### src/rtl/buff_uart_arbiter_if.sv
// Signal bundle between the requesters / buff_uart instance and buff_uart_arbiter.
// The master side is the environment (requesters plus UART); the slave side is the arbiter.
interface buff_uart_arbiter_if #(
   parameter int unsigned NUM_REQ       = 4,
   parameter int unsigned WIDTH         = 8,
   parameter int unsigned ADDRESS_WIDTH = 4
);
   logic [NUM_REQ-1:0]               req;
   logic [NUM_REQ-1:0]               req_we;
   logic [NUM_REQ*ADDRESS_WIDTH-1:0] req_addr;
   logic [NUM_REQ*WIDTH-1:0]         req_wdata;
   logic [NUM_REQ-1:0]               ack;
   logic [NUM_REQ-1:0]               err;
   logic [WIDTH-1:0]                 rdata;
   logic                             busy;
   logic [ADDRESS_WIDTH-1:0]         uart_active_address;
   logic                             uart_read_enable;
   logic                             uart_write_enable;
   logic [WIDTH-1:0]                 uart_wdata;
   logic [WIDTH-1:0]                 uart_rdata;

   modport master (
      output req, req_we, req_addr, req_wdata, uart_rdata,
      input  ack, err, rdata, busy,
      input  uart_active_address, uart_read_enable, uart_write_enable, uart_wdata
   );

   modport slave (
      input  req, req_we, req_addr, req_wdata, uart_rdata,
      output ack, err, rdata, busy,
      output uart_active_address, uart_read_enable, uart_write_enable, uart_wdata
   );
endinterface

### src/rtl/buff_uart_arbiter.sv
// Round-robin arbiter sharing one buffered UART register port among NUM_REQ requesters,
// sequencing one single-word RX read or TX write at a time.
module buff_uart_arbiter #(
   parameter int unsigned NUM_REQ       = 4,
   parameter int unsigned WIDTH         = 8,
   parameter int unsigned ADDRESS_WIDTH = 4,
   parameter int unsigned RX_ADDRESS    = 0,
   parameter int unsigned TX_ADDRESS    = 0,
   parameter int unsigned READ_LATENCY  = 1
) (
   input logic                clk,
   input logic                rst_n,
   buff_uart_arbiter_if.slave bus
);
   localparam int unsigned IDX_W = $clog2(NUM_REQ);
   localparam int unsigned CNT_W = $clog2(READ_LATENCY + 1);

   typedef enum logic [1:0] {
      ST_IDLE,
      ST_ISSUE,
      ST_WAIT,
      ST_RESP
   } state_t;

   state_t                   state_q,      state_d;
   logic [IDX_W-1:0]         last_grant_q, last_grant_d;
   logic [IDX_W-1:0]         idx_q,        idx_d;
   logic                     we_q,         we_d;
   logic [CNT_W-1:0]         cnt_q,        cnt_d;
   logic [NUM_REQ-1:0]       ack_q,        ack_d;
   logic [NUM_REQ-1:0]       err_q,        err_d;
   logic [WIDTH-1:0]         rdata_q,      rdata_d;
   logic                     busy_q,       busy_d;
   logic [ADDRESS_WIDTH-1:0] uart_addr_q,  uart_addr_d;
   logic                     uart_re_q,    uart_re_d;
   logic                     uart_we_q,    uart_we_d;
   logic [WIDTH-1:0]         uart_wdata_q, uart_wdata_d;

   logic                     grant_found;
   logic [IDX_W-1:0]         grant_idx;
   logic [IDX_W-1:0]         cand;
   logic                     sel_we;
   logic [ADDRESS_WIDTH-1:0] sel_addr;
   logic [WIDTH-1:0]         sel_wdata;
   logic                     sel_legal;

   // Round-robin search: first set req bit after last_grant, wrapping.
   always_comb begin
      grant_found = 1'b0;
      grant_idx   = '0;
      cand        = '0;
      for (int unsigned off = 1; off <= NUM_REQ; off++) begin
         cand = IDX_W'((32'(last_grant_q) + off) % NUM_REQ);
         if (!grant_found && bus.req[cand]) begin
            grant_found = 1'b1;
            grant_idx   = cand;
         end
      end
   end

   // Select the granted requester's transaction fields.
   always_comb begin
      sel_we    = 1'b0;
      sel_addr  = '0;
      sel_wdata = '0;
      for (int i = 0; i < NUM_REQ; i++) begin
         if (grant_idx == IDX_W'(i)) begin
            sel_we    = bus.req_we[i];
            sel_addr  = bus.req_addr[i*ADDRESS_WIDTH +: ADDRESS_WIDTH];
            sel_wdata = bus.req_wdata[i*WIDTH +: WIDTH];
         end
      end
   end

   assign sel_legal = (sel_addr == (sel_we ? ADDRESS_WIDTH'(TX_ADDRESS)
                                           : ADDRESS_WIDTH'(RX_ADDRESS)));

   // Output registers are loaded from the upcoming state so they align with it.
   always_comb begin
      state_d      = state_q;
      last_grant_d = last_grant_q;
      idx_d        = idx_q;
      we_d         = we_q;
      cnt_d        = cnt_q;
      ack_d        = '0;
      err_d        = '0;
      rdata_d      = '0;
      uart_addr_d  = '0;
      uart_re_d    = 1'b0;
      uart_we_d    = 1'b0;
      uart_wdata_d = '0;

      case (state_q)
         ST_IDLE: begin
            if (grant_found) begin
               idx_d = grant_idx;
               we_d  = sel_we;
               cnt_d = '0;
               if (sel_legal) begin
                  state_d      = ST_ISSUE;
                  uart_addr_d  = sel_addr;
                  uart_re_d    = !sel_we;
                  uart_we_d    = sel_we;
                  uart_wdata_d = sel_wdata;
               end else begin
                  state_d          = ST_RESP;
                  ack_d[grant_idx] = 1'b1;
                  err_d[grant_idx] = 1'b1;
               end
            end
         end
         ST_ISSUE: begin
            if (we_q) begin
               state_d      = ST_RESP;
               ack_d[idx_q] = 1'b1;
            end else begin
               state_d = ST_WAIT;
               cnt_d   = CNT_W'(1);
            end
         end
         ST_WAIT: begin
            if (cnt_q == CNT_W'(READ_LATENCY)) begin
               state_d      = ST_RESP;
               ack_d[idx_q] = 1'b1;
               rdata_d      = bus.uart_rdata;
            end else begin
               cnt_d = cnt_q + CNT_W'(1);
            end
         end
         ST_RESP: begin
            last_grant_d = idx_q;
            state_d      = ST_IDLE;
         end
         default: begin
            state_d = ST_IDLE;
         end
      endcase

      busy_d = (state_d != ST_IDLE);
   end

   always_ff @(posedge clk or negedge rst_n) begin
      if (!rst_n) begin
         state_q      <= ST_IDLE;
         last_grant_q <= IDX_W'(NUM_REQ - 1);
         idx_q        <= '0;
         we_q         <= 1'b0;
         cnt_q        <= '0;
         ack_q        <= '0;
         err_q        <= '0;
         rdata_q      <= '0;
         busy_q       <= 1'b0;
         uart_addr_q  <= '0;
         uart_re_q    <= 1'b0;
         uart_we_q    <= 1'b0;
         uart_wdata_q <= '0;
      end else begin
         state_q      <= state_d;
         last_grant_q <= last_grant_d;
         idx_q        <= idx_d;
         we_q         <= we_d;
         cnt_q        <= cnt_d;
         ack_q        <= ack_d;
         err_q        <= err_d;
         rdata_q      <= rdata_d;
         busy_q       <= busy_d;
         uart_addr_q  <= uart_addr_d;
         uart_re_q    <= uart_re_d;
         uart_we_q    <= uart_we_d;
         uart_wdata_q <= uart_wdata_d;
      end
   end

   assign bus.ack                 = ack_q;
   assign bus.err                 = err_q;
   assign bus.rdata               = rdata_q;
   assign bus.busy                = busy_q;
   assign bus.uart_active_address = uart_addr_q;
   assign bus.uart_read_enable    = uart_re_q;
   assign bus.uart_write_enable   = uart_we_q;
   assign bus.uart_wdata          = uart_wdata_q;

endmodule

### src/flat_wrapper.sv
// flat-port wrapper written by rule: the top's interface ports become plain ports
module buff_uart_arbiter_flat 
#(
   parameter int unsigned NUM_REQ       = 4,
   parameter int unsigned WIDTH         = 8,
   parameter int unsigned ADDRESS_WIDTH = 4,
   parameter int unsigned RX_ADDRESS    = 0,
   parameter int unsigned TX_ADDRESS    = 0,
   parameter int unsigned READ_LATENCY  = 1
)
  (clk, rst_n, bus_req, bus_req_we, bus_req_addr, bus_req_wdata, bus_uart_rdata, bus_ack, bus_err, bus_rdata, bus_busy, bus_uart_active_address, bus_uart_read_enable, bus_uart_write_enable, bus_uart_wdata);
  buff_uart_arbiter_if #(.NUM_REQ(NUM_REQ), .WIDTH(WIDTH), .ADDRESS_WIDTH(ADDRESS_WIDTH)) bus_i ();
  input logic clk;
  input logic rst_n;
  input wire logic [$bits(bus_i.req)-1:0] bus_req;
  input wire logic [$bits(bus_i.req_we)-1:0] bus_req_we;
  input wire logic [$bits(bus_i.req_addr)-1:0] bus_req_addr;
  input wire logic [$bits(bus_i.req_wdata)-1:0] bus_req_wdata;
  input wire logic [$bits(bus_i.uart_rdata)-1:0] bus_uart_rdata;
  output wire logic [$bits(bus_i.ack)-1:0] bus_ack;
  output wire logic [$bits(bus_i.err)-1:0] bus_err;
  output wire logic [$bits(bus_i.rdata)-1:0] bus_rdata;
  output wire logic [$bits(bus_i.busy)-1:0] bus_busy;
  output wire logic [$bits(bus_i.uart_active_address)-1:0] bus_uart_active_address;
  output wire logic [$bits(bus_i.uart_read_enable)-1:0] bus_uart_read_enable;
  output wire logic [$bits(bus_i.uart_write_enable)-1:0] bus_uart_write_enable;
  output wire logic [$bits(bus_i.uart_wdata)-1:0] bus_uart_wdata;
  assign bus_i.req = bus_req;
  assign bus_i.req_we = bus_req_we;
  assign bus_i.req_addr = bus_req_addr;
  assign bus_i.req_wdata = bus_req_wdata;
  assign bus_i.uart_rdata = bus_uart_rdata;
  assign bus_ack = bus_i.ack;
  assign bus_err = bus_i.err;
  assign bus_rdata = bus_i.rdata;
  assign bus_busy = bus_i.busy;
  assign bus_uart_active_address = bus_i.uart_active_address;
  assign bus_uart_read_enable = bus_i.uart_read_enable;
  assign bus_uart_write_enable = bus_i.uart_write_enable;
  assign bus_uart_wdata = bus_i.uart_wdata;
  buff_uart_arbiter #(.NUM_REQ(NUM_REQ), .WIDTH(WIDTH), .ADDRESS_WIDTH(ADDRESS_WIDTH), .RX_ADDRESS(RX_ADDRESS), .TX_ADDRESS(TX_ADDRESS), .READ_LATENCY(READ_LATENCY)) u_core (.clk(clk), .rst_n(rst_n), .bus(bus_i));
endmodule
### config.mk
export PLATFORM = sky130hd
export DESIGN_NAME = buff_uart_arbiter_flat
export DESIGN_NICKNAME = d
export VERILOG_FILES = /design/src/rtl/buff_uart_arbiter_if.sv /design/src/rtl/buff_uart_arbiter.sv /design/src/flat_wrapper.sv
export SDC_FILE = /design/constraint.sdc
export NUM_CORES = 1
export LEC_CHECK = 0
export CORE_MARGIN = 5
export CORE_UTILIZATION = 45
export CTS_BUF_LIST = sky130_fd_sc_hd__clkbuf_4 sky130_fd_sc_hd__clkbuf_8
export DETAILED_ROUTE_END_ITERATION = 8
export HOLD_SLACK_MARGIN = 0.02
export PLACE_DENSITY_LB_ADDON = 0.05
export SKIP_CTS_REPAIR_TIMING = 1
export SLEW_MARGIN = 40
export SYNTH_ARGS = -nofsm -noshare
export SYNTH_HDL_FRONTEND = slang
export SYNTH_SLANG_ARGS = --single-unit
### constraint.sdc
create_clock -name clk -period 5.2 [get_ports clk]
set_input_delay 0.52 -clock clk [delete_from_list [all_inputs] [get_ports clk]]
set_output_delay 0.52 -clock clk [all_outputs]
set_load 0.01 [all_outputs]
## Word level (Yosys, flattened, before mapping)

Index checks and enable logic that the tools add are counted.

| word-level totals | value |
|---|---|
| flip-flop bits (word level) | 39 |
| input port bits | 66 |
| output and inout bits | 31 |
| logic and storage cells | 111 |

| operators by class | value |
|---|---|
| add/subtract/negate cells | 5 |
| $lt $le $gt $ge | 8 |
| eq/ne operators | 8 |
| multiplexer cells | 61 |
| reductions and logical operators | 16 |

Operator list:

| operator | count |
|---|---|
| $mux W8 | 9 |
| $mux W4 | 12 |
| $mux W1 | 24 |
| $lt A2 B3 Y1 const B | 6 |
| $mux W2 | 7 |
| $pmux W4 S3 | 1 |
| $bmux W1 S2 | 4 |
| $eq A2 B2 Y1 const B | 4 |
| $pmux W2 S4 | 1 |
| $logic_and A1 B1 Y1 | 5 |
| $add A2 B1 Y2 const B | 2 |
| $add A2 B2 Y2 const B | 2 |
| $demux W1 S2 | 2 |
| $eq A2 B1 Y1 const B | 2 |
| $ge A2 B1 Y1 const B | 2 |
| $logic_not A1 Y1 | 4 |
| $logic_not A2 Y1 | 2 |
| $logic_not A4 Y1 | 1 |
| $pmux W1 S3 | 1 |
| $reduce_and A3 Y1 | 1 |
| $reduce_bool A3 Y1 | 1 |
| $ne A2 B1 Y1 const B | 1 |
| $ne A2 B2 Y1 const B | 1 |
| $reduce_and A2 Y1 | 1 |
| 2 further kinds | 2 |

## Longest topological paths before layout

| logic depth | value |
|---|---|
| word-level depth | 23 |
| gate-level depth with buffers | 7 |
| mapped depth without buffers | 6 |

## Worst setup path after synthesis

Ideal clock, no wire load.

| timing path | value |
|---|---|
| kind | flip-flop to flip-flop |
| from | register u_core.last_grant_q[1] |
| to | register u_core.uart_wdata_q[1] (netlist: u_core.bus.uart_wdata[1]) |
| setup time | 0.135 ns |
| arrival time | 1.599 ns |
| path slack | 3.466 ns |
| stages on the path, launching flop included | 7 |
| buffers on the path | 1 |
| clock period less this slack | 1.734 ns |
| path through | dfstp_2 > mux2i_1 > nor2_1 > nor3_4 > buf_4 > mux2i_1 > o22ai_1 |

| on the way | value |
|---|---|
| longest elaborated chain between the ends | 22 |
| elaborated cells on any way between the ends | 42 |
| those cells by class | add/sub (4); eq/ne (3); mux (27); reduce/logical (8) |

RTL lines:

| what | RTL line | RTL |
|---|---|---|
| start, declared | buff_uart_arbiter.sv:26 | `logic [IDX_W-1:0] last_grant_q, last_grant_d;` |
| start signal, assigned | buff_uart_arbiter.sv:145 | `last_grant_q <= IDX_W'(NUM_REQ - 1);` |
| start signal, assigned | buff_uart_arbiter.sv:159 | `last_grant_q <= last_grant_d;` |
| $add A2 B1 Y2 | buff_uart_arbiter.sv:53 | `cand = IDX_W'((32'(last_grant_q) + off) % NUM_REQ);` |
| $bmux W1 S2 | buff_uart_arbiter.sv:54 | `if (!grant_found && bus.req[cand]) begin` |
| $mux W1 (not written as such) | buff_uart_arbiter.sv:54 |  |
| $mux W1 | buff_uart_arbiter.sv:54 |  |
| $logic_not A1 Y1 | buff_uart_arbiter.sv:54 |  |
| $logic_and A1 B1 Y1 | buff_uart_arbiter.sv:54 |  |
| $mux W1 | buff_uart_arbiter.sv:54 |  |
| $logic_not A1 Y1 | buff_uart_arbiter.sv:54 |  |
| (+4 left out) | -- |  |
| $mux W2 | buff_uart_arbiter.sv:54 |  |
| $logic_not A2 Y1 | buff_uart_arbiter.sv:67 | `if (grant_idx == IDX_W'(i)) begin` |
| $mux W4 (4 in series) | buff_uart_arbiter.sv:67 |  |
| $logic_not A4 Y1 | buff_uart_arbiter.sv:75 | `assign sel_legal = (sel_addr == (sel_we ? ADDRESS_WIDTH'(TX_ADDRESS)` |
| $mux W8 | buff_uart_arbiter.sv:99 | `if (sel_legal) begin` |
| $mux W8 (*) | buff_uart_arbiter.sv:95 | `if (grant_found) begin` |
| $mux W8 (*) | buff_uart_arbiter.sv:93 | `case (state_q)` |
| via u_core.uart_wdata_d[1] | buff_uart_arbiter.sv:37 | `logic [WIDTH-1:0] uart_wdata_q, uart_wdata_d;` |
| end signal, assigned | buff_uart_arbiter.sv:170 | `uart_wdata_q <= uart_wdata_d;` |
| end, declared | buff_uart_arbiter.sv:37 |  |

The timed path passes the listed nets; every way through them passes the cells marked *. The select of a mux whose other input is x is not followed.
A chain may end at the register's enable or synchronous reset.

## Worst setup path in the final report

| timing path | value |
|---|---|
| from | input bus_req[1] |
| to | register u_core.uart_wdata_q[6] (netlist: u_core.bus.uart_wdata[6]) |

| on the way | value |
|---|---|
| longest elaborated chain between the ends | 21 |
| elaborated cells on any way between the ends | 38 |
| those cells by class | eq/ne (3); mux (27); reduce/logical (8) |

RTL lines:

| what | RTL line | RTL |
|---|---|---|
| start, declared | flat_wrapper.sv:15 | `input wire logic [$bits(bus_i.req)-1:0] bus_req;` |
| $bmux W1 S2 | buff_uart_arbiter.sv:54 |  |
| $mux W1 (not written as such) | buff_uart_arbiter.sv:54 |  |
| $mux W1 | buff_uart_arbiter.sv:54 |  |
| $logic_not A1 Y1 | buff_uart_arbiter.sv:54 |  |
| $logic_and A1 B1 Y1 | buff_uart_arbiter.sv:54 |  |
| $mux W1 | buff_uart_arbiter.sv:54 |  |
| $logic_not A1 Y1 | buff_uart_arbiter.sv:54 |  |
| $logic_and A1 B1 Y1 | buff_uart_arbiter.sv:54 |  |
| (+3 left out) | -- |  |
| $mux W2 | buff_uart_arbiter.sv:54 |  |
| $logic_not A2 Y1 | buff_uart_arbiter.sv:67 |  |
| $mux W4 (4 in series) | buff_uart_arbiter.sv:67 |  |
| $logic_not A4 Y1 | buff_uart_arbiter.sv:75 |  |
| $mux W8 | buff_uart_arbiter.sv:99 |  |
| $mux W8 (*) | buff_uart_arbiter.sv:95 |  |
| $mux W8 (*) | buff_uart_arbiter.sv:93 |  |
| via u_core.uart_wdata_d[6] | buff_uart_arbiter.sv:37 |  |

Marks and branches as above.

==> flow_metrics.tcl <==
set metrics [dict create \
    htree_levels 2 \
    grt_max_degree 40 \
    dp_hpwl_um 4220 \
    crit_family "buffers and inverters" \
    fin_nets 350 \
    pwr-share-seq_pct 35.5 \
    criticalPathCategory "in2reg" \
    vias_per_cell 5.18 \
    drt_first_pass_iters 4 \
    num_rows 24 \
    clkPwrFrac_pct 20.8 \
    grt_use_met2_pct 30.1 \
    fin_skew_ps 9.88 \
    clock-root-buffer "clkbuf_8" \
    yosysWarnings 0 \
    grt_pass1_vias 1739 \
    cellLeakagePower_nw 1.39 \
    seq_area_um2 978 \
    worstPathMaxFanout 12 \
    worst_hold_path_type "in2async" \
    syn_to_final_growth_pct 56.6 \
    maxCapViolCount 0 \
    drive_gt1_share_pct 9.64 \
    synth_area_leaders "dfrtp_1, mux2i_1, and3_1" \
    fin_crit_sh_pct 46.8 \
    power.net_switching_mw 0.436 \
    synth.top_cell.area_share_pct 46.6 \
    portBuffers 96 \
    max_stage_delay_ps 530 \
    slew_viol_final 0 \
    setup.worst_path.end_class "flip-flop" \
    diodes 0 \
    clkSinkCount 39 \
    intPower_mw 0.804 \
    ir_drop_v 0.000375 \
    antenna_found_initial 0 \
    gr-total-overflow 0 \
    clkLatencyLatePin_ps 290 \
    wirelength_um 5310 \
    yosys.cell_types.count 47 \
    slew_headroom_pct 60.5 \
    final.min_clock_period_ps 2430 \
    power.density_nw_per_um2 399 \
    drc 0 \
    multi_input_area_um2 955 \
    wl_per_cell_um 16.0 \
    cpMaxStageDelayCell "nor3_4" \
    dieArea_um2 5840 \
    die_x_um 76.4 \
    vias 1720 \
    layout_setup_ws_ps 2770 \
    fillers 359 \
    synthCells 177 \
    status "completed" \
    post-place-ws_ps 2460 \
    post-route-util_pct 71.9 \
    die-height_um 76.4 \
    critPathBufInv 2 \
    core_um2 4320 \
    cts_tree "yes" \
    cts_buffers 5 \
    finalHoldViolCount 0 \
    top_level_ports 97 \
    clk_pin_slew_worst_paths_ps 90 \
    global_route.usage.met1_pct 22.2 \
    worstSetupStartpointType "input port" \
    synth.cell_area_um2 1990 \
    synth-seq-cells 39 \
    ant_nets 0 \
    tightestPinTransition_ps 591 \
    drtIter0Drc 87 \
    top_usage_layer "met2" \
    ys.flop_type "dfrtp_1" \
    start_util_pct 45.9 \
    synth_edf_count 0 \
    grt_pass1_wl_um 8510 \
    gp_congestion 0.855 \
    rsz0062_at_grt "false" \
    grt_util_met3_pct 5.08 \
    cts.path.max_buffers 2 \
    cp.arrival_ps 2590 \
    fin_setup_tns_ps 0 \
    crit_required_ps 5360 \
    async_reset_ff_share_pct 100 \
    path_cells "clkdlybuf4s50_1, nor2b_1, o21ba_2, nor3_4, buf_6, mux2i_1, o22ai_1" \
    gr-usage-all-layers_pct 18.0 \
    swShare_pct 35.2 \
    combPwrFrac_pct 43.7 \
    synth_area_leader_cell "dfrtp_1" \
    setup-violations-final 0 \
    synth_seq_area_share_pct 49.3 \
    max_freq_ghz 0.411 \
    avgSynthCellArea_um2 11.2 \
]
[flip-flops by register name, summed over array words and instances, names as in the netlist, 2 cells and up]
name	count
u_core.idx_q	2
u_core.bus.uart_active_address	4
u_core.bus.ack	4
u_core.last_grant_q	2
u_core.state_q	2
u_core.bus.rdata	8
u_core.bus.uart_wdata	8
u_core.bus.err	4
[power by group through the flow]
| stage | logic, mW | registers [mW] | clock network [mW] |
|---|---|---|---|
| floorplan | 0.338 | 0.450 | 0 |
| global placement | 0.531 | 0.443 | 0 |
| detailed placement | 0.544 | 0.447 | 0 |
| CTS | 0.546 | 0.440 | 0.266 |
| global route | 0.592 | 0.452 | 0.281 |
| finish | 0.542 | 0.440 | 0.258 |
[metrics by stage]
stage               cells  power (mW)  area, µm²  hold WS [ps]
finish                332        1.24       3110           186
global route          332        1.33       3110           220
CTS                   332        1.25       3110           207
detailed placement    324       0.990       2990           504
global placement      323       0.974       2980           499
floorplan             180       0.788       2000           224
[final timing paths]
kind / start / to / slack (ps) / depth (start not counted)
max: bus_req[1] / u_core.bus.uart_wdata[6] / 2770 / 7
min: rst_n / u_core.bus.rdata[7] / 190 / 1
max reg2reg: u_core.last_grant_q[1] / u_core.bus.uart_wdata[6] / 2940 / 6
min reg2reg: u_core.we_q / u_core.we_q / 520 / 2
max in group asynchronous: rst_n / u_core.last_grant_q[0] / 4640 / 1
min in group clk: u_core.we_q / u_core.we_q / 520 / 2
[placed cells by master, fill, tap and decap left out, types with 2 or more instances in the layout]
master           Yosys  routed
conb_1               1       4
ha_1                 5       5
and2_1               2       2
o22ai_1             10      10
nor2_1               4       4
a21oi_1              9       9
dfrtp_1             37      37
and3_1              12      12
a211oi_1             2       2
nor2b_1              2       2
mux2i_1             20      20
or4_1                3       3
o21a_1               2       2
a31oi_1              2       2
nand3_1              3       3
mux2_2               2       2
nor4_1               2       2
nand2b_1             4       4
nand3b_1             2       2
o21ai_0              5       5
inv_1                7       7
clkbuf_8             0       5
dfstp_2              2       2
clkdlybuf4s50_1      0      95
or2_2                3       3
nand2_1             10      10
o31ai_1              2       2
[cells in the mapped netlist (2+ instances only)]
cell type,number
o31ai_1,2
a31oi_1,2
nand3b_1,2
dfstp_2,2
or2_2,3
dfrtp_1,37
o22ai_1,10
nand2_1,10
inv_1,7
nand2b_1,4
a211oi_1,2
nor2b_1,2
nand3_1,3
mux2i_1,20
and2_1,2
o21ai_0,5
buf_6,2
nor4_1,2
or4_1,3
a21oi_1,9
clkbuf_1,2
and3_1,12
nor2_1,4
mux2_2,2
o21a_1,2
ha_1,5
[routing by layer]
layer | wire [µm] | part of all wire, %
met1 | 2220 | 42
met2 | 2660 | 50
met3 | 354 | 6.7
met4 | 77 | 1.4
met5 | 0 | 0
[final cells by class]
class | count | share of cell area (%)
clock buffer | 5 | 2.21
sequential | 39 | 31.5
tap | 52 | 2.09
multi-input combinational | 129 | 30.7
clock inverter | 3 | 1.49
timing repair buffer | 97 | 31.2
inverter | 7 | 0.845
[logic make-up (layout without fill, tap and decap cells)]
group | count (synthesis) | in the layout | synth area share, %
compound gates | 43 | 43 | 15.3
fa+ha+maj | 5 | 5 | 3.15
buf+inv | 12 | 112 | 3.21
flops | 39 | 39 | 49.3
mux | 23 | 23 | 11.8
other cells | 1 | 4 | 0.189
simple gates | 54 | 54 | 17.1
[worst reg2reg max path, delay by kind of cell, from the launching register on]
| family | cells | cell delay (ps) |
|---|---|---|
| AOI/OAI and AO/OA | 1 | 110 |
| DFF | 1 | 610 |
| and+or+nand+nor | 2 | 670 |
| buffers and inverters | 1 | 250 |
| muxes | 2 | 510 |
Power figures use the tool's default switching activity.
